==> config.mk <==
export PLATFORM = sky130hd
export DESIGN_NAME = rps_round_ctrl
export DESIGN_NICKNAME = d
export VERILOG_FILES = /design/src/rtl/rps_round_ctrl.sv
export SDC_FILE = /design/constraint.sdc
export NUM_CORES = 1
export LEC_CHECK = 0
export CAP_MARGIN = 20
export CORE_UTILIZATION = 30
export DETAILED_ROUTE_END_ITERATION = 8
export SLEW_MARGIN = 30
export SYNTH_ARGS = -nofsm -noshare
export SYNTH_HDL_FRONTEND = slang
export SYNTH_SLANG_ARGS = --single-unit
==> constraint.sdc <==
create_clock -name clock -period 1.9 [get_ports clock]
set_input_delay 0.19 -clock clock [delete_from_list [all_inputs] [get_ports clock]]
set_output_delay 0.19 -clock clock [all_outputs]
set_load 0.05 [all_outputs]
==> src/rtl/rps_round_ctrl.sv <==
// Rock-paper-scissors round controller: debounced start key, one round per press, judging, saturating BCD scores.
// Defining RPS_MATCH_LIMIT_EN adds WIN_TARGET and a match_over output that freezes play once a score reaches it.
module rps_round_ctrl #(
    parameter int DEBOUNCE_CYCLES = 500000
`ifdef RPS_MATCH_LIMIT_EN
    ,
    parameter int WIN_TARGET = 5
`endif
) (
    input  logic       clock,
    input  logic       reset_n,
    input  logic       start_n,
    input  logic [1:0] user_choice,
    input  logic [1:0] com_choice,
    output logic       round_valid,
    output logic       round_err,
    output logic       user_win,
    output logic       com_win,
    output logic       draw,
    output logic [3:0] last_pair,
    output logic [7:0] user_score,
    output logic [7:0] com_score,
    output logic       busy
`ifdef RPS_MATCH_LIMIT_EN
    ,
    output logic       match_over
`endif
);

    localparam int CNT_W = $clog2(DEBOUNCE_CYCLES);
    localparam logic [CNT_W-1:0] CNT_LAST = CNT_W'(DEBOUNCE_CYCLES - 1);
    localparam logic [CNT_W-1:0] CNT_ONE  = CNT_W'(1);

    typedef enum logic [1:0] {
        IDLE    = 2'd0,
        CAPTURE = 2'd1,
        JUDGE   = 2'd2,
        RELEASE = 2'd3
    } state_t;

    // BCD increment that sticks at 99
    function automatic logic [7:0] bcd_inc(input logic [7:0] v);
        logic [7:0] r;
        if (v == 8'h99) begin
            r = 8'h99;
        end else if (v[3:0] == 4'd9) begin
            r = {v[7:4] + 4'd1, 4'd0};
        end else begin
            r = {v[7:4], v[3:0] + 4'd1};
        end
        return r;
    endfunction

    // Returns {user_win, com_win, draw}
    function automatic logic [2:0] judge(input logic [1:0] u, input logic [1:0] c);
        logic [2:0] r;
        if (u == c) begin
            r = 3'b001;
        end else if ((u == 2'b00 && c == 2'b01) || (u == 2'b01 && c == 2'b10) ||
                     (u == 2'b10 && c == 2'b00)) begin
            r = 3'b100;
        end else begin
            r = 3'b010;
        end
        return r;
    endfunction

    logic             sync1_r, sync2_r, acc_r;
    logic [CNT_W-1:0] cnt_r;
    logic             flip_s, fall_s, rise_s;
    state_t           state_r;
    logic [1:0]       cap_user_r, cap_com_r;
    logic [2:0]       flags_s;
    logic             invalid_s;
    logic [7:0]       user_inc_s, com_inc_s;
    logic             hit_s, lock_s;
    logic             round_valid_r, round_err_r, user_win_r, com_win_r, draw_r, busy_r;
    logic [3:0]       last_pair_r;
    logic [7:0]       user_score_r, com_score_r;

    // The accepted level flips on the edge the counter would reach DEBOUNCE_CYCLES
    assign flip_s     = (sync2_r != acc_r) && (cnt_r == CNT_LAST);
    assign fall_s     = flip_s && !sync2_r;
    assign rise_s     = flip_s && sync2_r;
    assign flags_s    = judge(cap_user_r, cap_com_r);
    assign invalid_s  = (cap_user_r == 2'b11) || (cap_com_r == 2'b11);
    assign user_inc_s = bcd_inc(user_score_r);
    assign com_inc_s  = bcd_inc(com_score_r);

`ifdef RPS_MATCH_LIMIT_EN
    localparam logic [7:0] TARGET_BCD = {4'(WIN_TARGET / 10), 4'(WIN_TARGET % 10)};
    logic match_over_r;

    assign hit_s  = (flags_s[2] && (user_inc_s == TARGET_BCD)) ||
                    (flags_s[1] && (com_inc_s == TARGET_BCD));
    assign lock_s = match_over_r;
    assign match_over = match_over_r;

    // Sticky end-of-match flag, cleared only by reset_n
    always_ff @(posedge clock or negedge reset_n) begin
        if (!reset_n) begin
            match_over_r <= 1'b0;
        end else if (state_r == JUDGE && !invalid_s && hit_s) begin
            match_over_r <= 1'b1;
        end else begin
            match_over_r <= match_over_r;
        end
    end
`else
    assign hit_s  = 1'b0;
    assign lock_s = 1'b0;
`endif

    // Start key synchroniser and debouncer
    always_ff @(posedge clock or negedge reset_n) begin
        if (!reset_n) begin
            sync1_r <= 1'b1;
            sync2_r <= 1'b1;
            acc_r   <= 1'b1;
            cnt_r   <= '0;
        end else begin
            sync1_r <= start_n;
            sync2_r <= sync1_r;
            if (sync2_r != acc_r) begin
                if (cnt_r == CNT_LAST) begin
                    acc_r <= sync2_r;
                    cnt_r <= '0;
                end else begin
                    cnt_r <= cnt_r + CNT_ONE;
                end
            end else begin
                cnt_r <= '0;
            end
        end
    end

    // Round FSM with registered result outputs
    always_ff @(posedge clock or negedge reset_n) begin
        if (!reset_n) begin
            state_r       <= IDLE;
            cap_user_r    <= 2'b00;
            cap_com_r     <= 2'b00;
            round_valid_r <= 1'b0;
            round_err_r   <= 1'b0;
            user_win_r    <= 1'b0;
            com_win_r     <= 1'b0;
            draw_r        <= 1'b0;
            last_pair_r   <= 4'b0000;
            user_score_r  <= 8'h00;
            com_score_r   <= 8'h00;
            busy_r        <= 1'b0;
        end else begin
            round_valid_r <= 1'b0;
            round_err_r   <= 1'b0;
            case (state_r)
                IDLE: begin
                    if (fall_s && !lock_s) begin
                        state_r <= CAPTURE;
                        busy_r  <= 1'b1;
                    end else begin
                        busy_r  <= 1'b0;
                    end
                end
                CAPTURE: begin
                    cap_user_r <= user_choice;
                    cap_com_r  <= com_choice;
                    state_r    <= JUDGE;
                end
                JUDGE: begin
                    if (invalid_s) begin
                        round_err_r <= 1'b1;
                        state_r     <= RELEASE;
                    end else begin
                        round_valid_r <= 1'b1;
                        {user_win_r, com_win_r, draw_r} <= flags_s;
                        last_pair_r <= {cap_com_r, cap_user_r};
                        if (flags_s[2]) begin
                            user_score_r <= user_inc_s;
                        end else if (flags_s[1]) begin
                            com_score_r <= com_inc_s;
                        end else begin
                            user_score_r <= user_score_r;
                        end
                        // A finished match parks in IDLE without waiting for release
                        if (hit_s) begin
                            state_r <= IDLE;
                            busy_r  <= 1'b0;
                        end else begin
                            state_r <= RELEASE;
                        end
                    end
                end
                RELEASE: begin
                    if (rise_s) begin
                        state_r <= IDLE;
                        busy_r  <= 1'b0;
                    end else begin
                        state_r <= RELEASE;
                    end
                end
                default: begin
                    state_r <= IDLE;
                    busy_r  <= 1'b0;
                end
            endcase
        end
    end

    assign round_valid = round_valid_r;
    assign round_err   = round_err_r;
    assign user_win    = user_win_r;
    assign com_win     = com_win_r;
    assign draw        = draw_r;
    assign last_pair   = last_pair_r;
    assign user_score  = user_score_r;
    assign com_score   = com_score_r;
    assign busy        = busy_r;

endmodule

### Word-level counts from Yosys, hierarchy flattened

Index checks and enable logic that the tools add are counted.

| word-level totals | value |
|---|---|
| word-level logic and storage cells | 84 |
| bits in read-only memories | 0 |
| latch bits | 0 |
| flip-flop bits (word level) | 54 |
| memories | 0 |
| bits in writable memories | 0 |
| output and inout port bits | 26 |

| operators by class | value |
|---|---|
| muxes and demuxes | 18 |
| $mul | 0 |
| divide/modulo/power cells | 0 |
| magnitude comparators | 0 |
| shift-type cells | 0 |
| bitwise logic cells | 2 |
| add/subtract/negate cells | 5 |
| equality and inequality tests | 18 |
| reductions and logical operators | 23 |

Operator list:

| kind | count |
|---|---|
| two-way mux 19 bit | 2 |
| two-way mux 8 bit | 4 |
| adder 19 x 1 -> 19 bit, second input constant | 1 |
| == test 19 bit, second input constant | 1 |
| adder 4 x 1 -> 4 bit, second input constant | 4 |
| == test 8 bit, second input constant | 2 |
| == test 2 bit, second input constant | 6 |
| == test 4 bit, second input constant | 2 |
| case mux 2 bit (4 select lines) | 1 |
| AND reduction 4 bit | 2 |
| == test 2 x 1 -> 1 bit, second input constant | 3 |
| logical AND 1 bit | 6 |
| zero test 2 bit | 3 |
| two-way mux 1 bit | 6 |
| two-way mux 3 bit | 2 |
| AND reduction 2 bit | 3 |
| nonzero test 2 bit | 3 |
| AND reduction 5 bit | 1 |
| two-way mux 2 bit | 2 |
| != test 2 bit, second input constant | 2 |
| logical OR 1 bit | 3 |
| AND reduction 3 bit | 1 |
| == test 2 bit | 1 |
| NOT 1 bit | 2 |
| other kinds (3) | 3 |

### Depth between registers and ports, before layout

| depth | value |
|---|---|
| depth in word-level cells | 8 |
| gate-level depth with buffers | 8 |
| depth with buffers taken out | 6 |

### Least setup slack after synthesis

Ideal clock, no wire load.

| timing path | value |
|---|---|
| path kind | register to register |
| from | reg cap_user_r[1] |
| to | reg com_score_r[3], in the netlist com_score[3] |
| stages on the path, launching flop included | 7 |
| buffers on the path | 2 |
| library setup time | 0.122 ns |
| arrival time | 1.879 ns |
| path slack | -0.101 ns |
| data required time | 1.778 ns |
| cell sequence | dfrtp_1 > buf_6 > or4b_4 > and3_4 > buf_6 > o41a_1 > o22a_1 |

| on the way | value |
|---|---|
| word-level cells in the longest chain between the ends | 8 |
| elaborated cells on any way between the ends | 16 |
| classes of those cells | eq/ne: 4; mux: 2; bitwise: 2; reduce/logical: 8 |

Ends and longest elaborated chain:

| element | line | text |
|---|---|---|
| start, declared | 72 | `logic [1:0] cap_user_r, cap_com_r;` |
| start signal, assigned | 165 | `cap_user_r <= user_choice;` |
| == test 2 x 1 -> 1 bit / zero test 2 bit (equally long branches) | 59 | `end else if ((u == 2'b00 && c == 2'b01) \|\| (u == 2'b01 && c == 2'b10) \|\|` |
| logical AND 1 bit | 59 |  |
| logical OR 1 bit (2 in series) | 59 |  |
| two-way mux 3 bit | 59 |  |
| two-way mux 3 bit | 57 | `if (u == c) begin` |
| NOT 1 bit (no source line) | - |  |
| AND reduction 4 bit (no source line) * | - |  |
| end signal, assigned | 180 | `com_score_r <= com_inc_s;` |
| end, declared | 79 | `logic [7:0] user_score_r, com_score_r;` |

Mark *: on every way between the ends. The rest lies on a longest branch, timed or not.
A chain may end at the register's enable or synchronous reset.

### Final worst setup path

| timing path | value |
|---|---|
| from | reg cap_com_r[1] |
| to | reg com_score_r[3], in the netlist com_score[3] |

| on the way | value |
|---|---|
| word-level cells in the longest chain between the ends | 8 |
| elaborated cells on any way between the ends | 16 |
| classes of those cells | eq/ne: 4; mux: 2; bitwise: 2; reduce/logical: 8 |

Ends and longest elaborated chain:

| element | line | text |
|---|---|---|
| start, declared | 72 |  |
| start signal, assigned | 166 | `cap_com_r <= com_choice;` |
| == test 2 x 1 -> 1 bit / == test 2 bit (equally long branches) | 59 |  |
| logical AND 1 bit | 59 |  |
| logical OR 1 bit (2 in series) | 59 |  |
| two-way mux 3 bit | 59 |  |
| two-way mux 3 bit | 57 |  |
| NOT 1 bit (no source line) | - |  |
| AND reduction 4 bit (no source line) * | - |  |

Marked as above.

==> results.md <==
Status:
- The flow ran to the end, and the final reports show no timing, DRC or antenna violations.

Run:
- Max-cap violations in this run came to 0.

Synth:
- By area, the combinational part of the netlist is dominated by simple AND/OR/NAND/NOR gates.
- The cell area that synthesis handed to floorplanning was ~0.0027 sq mm.
- The multiplexer share of the synthesized area is under 10%.
- Of the total synthesized cell area, the portion taken by XOR and XNOR cells is ~6.4%.
- The synthesized-area fraction occupied by ao, oa, aoi and oai cells is under 10%.
- The number of standard cells after synthesis is approximately 260.
- The number of distinct library cells after synthesis is 56.
- The share of flip-flops with an asynchronous set or reset is 100.0%.
- The share of the yosys chip area belonging to registers is roughly half.
- Summing the areas of all fa, ha and maj instances in the mapped netlist gives 2.287% of the synthesized area.
- The synthesized design contains 0 enable-type register cells.
- Averaged over all synthesized cells, the footprint is approximately 11 sq um.
- In the synthesized netlist the dominant register cell turns out to be sky130_fd_sc_hd__dfrtp_1.
- The number of warnings printed during yosys synthesis is 0.
- The area share of and/or/nand/nor cells after synthesis is 22.23%.
- The number of nets in the synthesized netlist is between 200 and 300.
- The synthesized design contains 54 register bits.

Global route:
- The largest net degree at the start of global routing is 34.
- The overall overflow remaining after global route is 0.
- The first global-routing pass estimated around 9.6 mm of wire.
- The via count of the first global-routing pass is between 2000 and 2500.
- The initial antenna violation count is 0.
- The total track usage is 12.44%.

STA:
- The tightest slew margin relative to the limit is between 60 and 70%.
- The worst clock skew is approximately 0.012 ns.
- The max-slew violation total from the final report is 0.
- The worst path in the final design needs a cycle of 1.814 ns, including I/O delays and setup.
- The final worst slack is roughly 0.086 ns.
- The worst hold slack after final layout is around 0.27 ns.
- At the pin with the least slew margin, the transition time is approximately 0.54 ns.
- In the finished design, the share of the clock period the worst path needs comes to between 90% and 100%.
- The total of endpoints with negative setup slack in the final report is 0.
- Static timing analysis puts the maximum clock frequency at about 0.55 GHz.
- The number of hold violations in the final report is 0.
- Setup repair after global routing left no endpoint under its margin.

Clock network:
- The worst-case clock buffer depth is 2.
- In this run the number of H-tree levels came out at 2.
- TritonCTS built the clock tree.
- The TritonCTS buffer count is 5.
- For the worst-skew pair, the clock arrives at the later sink with an insertion delay of 0.31 ns.
- Clock tree synthesis found a total of 54 sinks.
- The clock-pin slew of the registers on the worst-case setup and hold paths is approximately 0.1 ns.
- CTS placed an instance of sky130_fd_sc_hd__clkbuf_8 at the clock tree root.

Route:
- For this block, the via count after detailed routing is between 2000 and 2500.
- The number of design rule violations left after detail routing is 0.
- After the first detailed-routing iteration, the DRC count stood at 35.
- The mean number of vias per cell is between 4 and 5.
- The number of nets with antenna violations after routing is 0.
- For this run, the detailed router's first-pass iteration total came to 4.
- After detailed routing, the total wire length is 5.449 mm.
- Dividing the detail-routed wire length by the instance count gives 13.32 um.

Place:
- The number of cells in the design after placement is 400.
- OpenSTA, run right after detailed placement, puts the worst setup slack at about 0.083 ns.
- The congestion estimate from routability-driven global placement came to 0.7726.
- The count of buffers added on input and output ports is 32.
- The half-perimeter wire length after detailed placement is 3.894 mm.

Floorplanning:
- The core region is 0.008763 sq mm.
- The count of standard-cell rows is 34.
- The number of ports placed on the die boundary is 33.
- The effective utilization at floorplan is a little under a third.
- The full die area is 0.009503 sq mm.
- The die boundary height is around 97 um.
- The die is 97.49 um wide.

Finish:
- Cells fill 38.29% of the core in the end.
- The area occupied by registers is ~0.0014 sq mm.
- The diode insertion count for antenna repair is 0.
- The layout net count is ~310.
- The ratio of cells with drive above 1 in the final layout is 16.28%.
- The growth of design area from synthesis to finish is 22.69%.
- The count of cells in the finished layout, fillers not included, comes to 409.
- The area taken by multi-input logic gates is between 0.001 and 0.0015 sq mm.
- The filler cells instantiated in the layout total around 880.

Pwr:
- The leakage power of the design is roughly 1.5 nW.
- Power spread over the standard cell area amounts to slightly below 600 mW/mm^2.
- Across the VDD grid, the largest voltage drop is 0.2886 mV.
- The design draws slightly below 2 mW.

Setup path:
- The logic depth of the worst register-to-register path is 4.
- The critical path arrival is roughly 2.0 ns.
- The critical path in this run is classified as reg -> reg.
- The worst setup path is launched from a flop.
- The worst setup path is captured at a flop.
- The required time at the endpoint of the critical path is ~2.1 ns.
- Of all nets on the critical path, the largest fanout is 6.

Worst hold path:
- The number of instances on the worst hold path is 1.
- The path category of the worst min-delay check is in -> reg.
-- critical path, stage by stage (launching register included) --
cell and delay, ns:
sky130_fd_sc_hd__dfrtp_1 0.43, sky130_fd_sc_hd__or4b_4 0.57, sky130_fd_sc_hd__and3_4 0.22, sky130_fd_sc_hd__o31a_2 0.28, sky130_fd_sc_hd__o22a_1 0.20
-- metrics by stage --
stage	area, sq um	TNS [ns]
after floorplan	2738	-0.01209
after global placement	3228	0
after detailed placement	3228	0
after CTS	3343	0
after global routing	3356	0
final	3356	0
-- flip-flops by register name (all words and copies together), names as in the netlist --
name and count:
acc_r 1, busy 1, cap_com_r 2, cap_user_r 2, cnt_r 19, com_score 8
com_win 1, draw 1, last_pair 4, round_err 1, round_valid 1, state_r 2
sync1_r 1, sync2_r 1, user_score 8, user_win 1
-- cells in the final DEF (no fill, tap or decap), types with 2 or more instances in the layout --
cell type | netlist | routed
sky130_fd_sc_hd__dfrtp_1 | 51 | 48
sky130_fd_sc_hd__clkdlybuf4s50_1 | 0 | 31
sky130_fd_sc_hd__nor2_1 | 30 | 30
sky130_fd_sc_hd__nand2_1 | 16 | 16
sky130_fd_sc_hd__xor2_1 | 14 | 14
sky130_fd_sc_hd__nand3_1 | 11 | 11
sky130_fd_sc_hd__mux2_2 | 11 | 11
sky130_fd_sc_hd__buf_4 | 1 | 11
sky130_fd_sc_hd__inv_1 | 10 | 10
sky130_fd_sc_hd__o21ai_0 | 10 | 10
sky130_fd_sc_hd__a21oi_1 | 9 | 9
sky130_fd_sc_hd__nand4_1 | 8 | 8
sky130_fd_sc_hd__clkbuf_8 | 1 | 7
sky130_fd_sc_hd__xnor2_1 | 6 | 6
sky130_fd_sc_hd__and4_1 | 5 | 5
sky130_fd_sc_hd__nor3_1 | 5 | 5
sky130_fd_sc_hd__ha_1 | 5 | 5
sky130_fd_sc_hd__nor2b_1 | 4 | 4
sky130_fd_sc_hd__or3_1 | 3 | 3
sky130_fd_sc_hd__nor4_1 | 3 | 3
sky130_fd_sc_hd__nand3b_1 | 3 | 3
sky130_fd_sc_hd__dfstp_2 | 3 | 3
sky130_fd_sc_hd__dfrtp_2 | 0 | 3
sky130_fd_sc_hd__and3_1 | 2 | 2
sky130_fd_sc_hd__nor3b_1 | 2 | 2
sky130_fd_sc_hd__nor4bb_1 | 2 | 2
sky130_fd_sc_hd__a21o_1 | 2 | 2
sky130_fd_sc_hd__nand2b_1 | 2 | 2
sky130_fd_sc_hd__or4b_4 | 2 | 2
sky130_fd_sc_hd__mux2i_1 | 2 | 2
sky130_fd_sc_hd__o22a_1 | 2 | 2
sky130_fd_sc_hd__a31oi_1 | 2 | 2
sky130_fd_sc_hd__buf_12 | 0 | 2
-- final timing paths --
kind | startpoint | end | slack (ns)
max in group asynchronous | reset_n | acc_r | 0.88
hold reg to reg | sync1_r | sync2_r | 0.36
min in group asynchronous | reset_n | user_score[2] | 0.38
setup / recovery | cap_com_r[1] | com_score[3] | 0.09
setup reg to reg | cap_com_r[1] | com_score[3] | 0.09
hold / removal | start_n | sync1_r | 0.27
-- layout make-up --
class / count / area share [%]
Tap cell: 108 / 4.027
Inverter: 10 / 1.119
Sequential cell: 54 / 40.49
Clock buffer: 7 / 2.871
Clock inverter: 1 / 0.2610
Timing Repair Buffer: 46 / 13.35
Multi-Input combinational cell: 183 / 37.88
-- cells by family after synthesis --
family	count (synthesis)
and+or+nand+nor	106
DFF	54
AOI/OAI and AO/OA	39
buffers and inverters	22
xor gates and xnor gates	20
muxes	13
adders and majority gates	5
-- layer usage --
layer | share of wire, % | wire length, um | GRT usage, % | up-vias
li1 | - | - | - | 1004
met1 | 47 | 2573 | 16.31 | 964
met2 | 48 | 2626 | 20.55 | 30
met3 | 3.2 | 175 | 2.446 | 7
met4 | 1.4 | 74 | 4.072 | 0
met5 | 0 | 0 | 0 | -
-- where the power goes --
part           internal [mW]  switching, mW  total (mW)
sequential              1.16        0.00673        1.16
clock                  0.335          0.386       0.721
combinational         0.0263         0.0391      0.0654
-- cell usage after synthesis, types with 2 or more instances --
master                     count  share of area [%]
sky130_fd_sc_hd__o22a_1        2               0.64
sky130_fd_sc_hd__and4_1        5                1.6
sky130_fd_sc_hd__nor3_1        5               0.91
sky130_fd_sc_hd__dfrtp_1      51                 47
sky130_fd_sc_hd__or3_1         3               0.69
sky130_fd_sc_hd__nand3_1      11                2.0
sky130_fd_sc_hd__nand3b_1      3               0.82
sky130_fd_sc_hd__nor4_1        3               0.69
sky130_fd_sc_hd__ha_1          5                2.3
sky130_fd_sc_hd__dfstp_2       3                2.9
sky130_fd_sc_hd__and3_1        2               0.46
sky130_fd_sc_hd__nand4_1       8                1.8
sky130_fd_sc_hd__mux2i_1       2               0.73
sky130_fd_sc_hd__a21o_1        2               0.55
sky130_fd_sc_hd__nand2_1      16                2.2
sky130_fd_sc_hd__xnor2_1       6                1.9
sky130_fd_sc_hd__or4b_4        2                1.0
sky130_fd_sc_hd__a31oi_1       2               0.46
sky130_fd_sc_hd__inv_1        10                1.4
sky130_fd_sc_hd__xor2_1       14                4.5
sky130_fd_sc_hd__nor2_1       30                4.1
sky130_fd_sc_hd__nor3b_1       2               0.55
sky130_fd_sc_hd__a21oi_1       9                1.6
sky130_fd_sc_hd__buf_6         3                1.2
sky130_fd_sc_hd__nor4bb_1      2               0.73
sky130_fd_sc_hd__clkbuf_1      5               0.69
sky130_fd_sc_hd__o21ai_0      10                1.8
sky130_fd_sc_hd__nand2b_1      2               0.46
sky130_fd_sc_hd__nor2b_1       4               0.91
sky130_fd_sc_hd__mux2_2       11                4.5
-- timing repair --
action	CTS	global route
hold buffers	1	0
resized for setup	0	2
setup buffers	0	0
hold endpoints to repair	21	0
endpoints found under the setup margin	0	4
(Power assumes the default switching activity.)
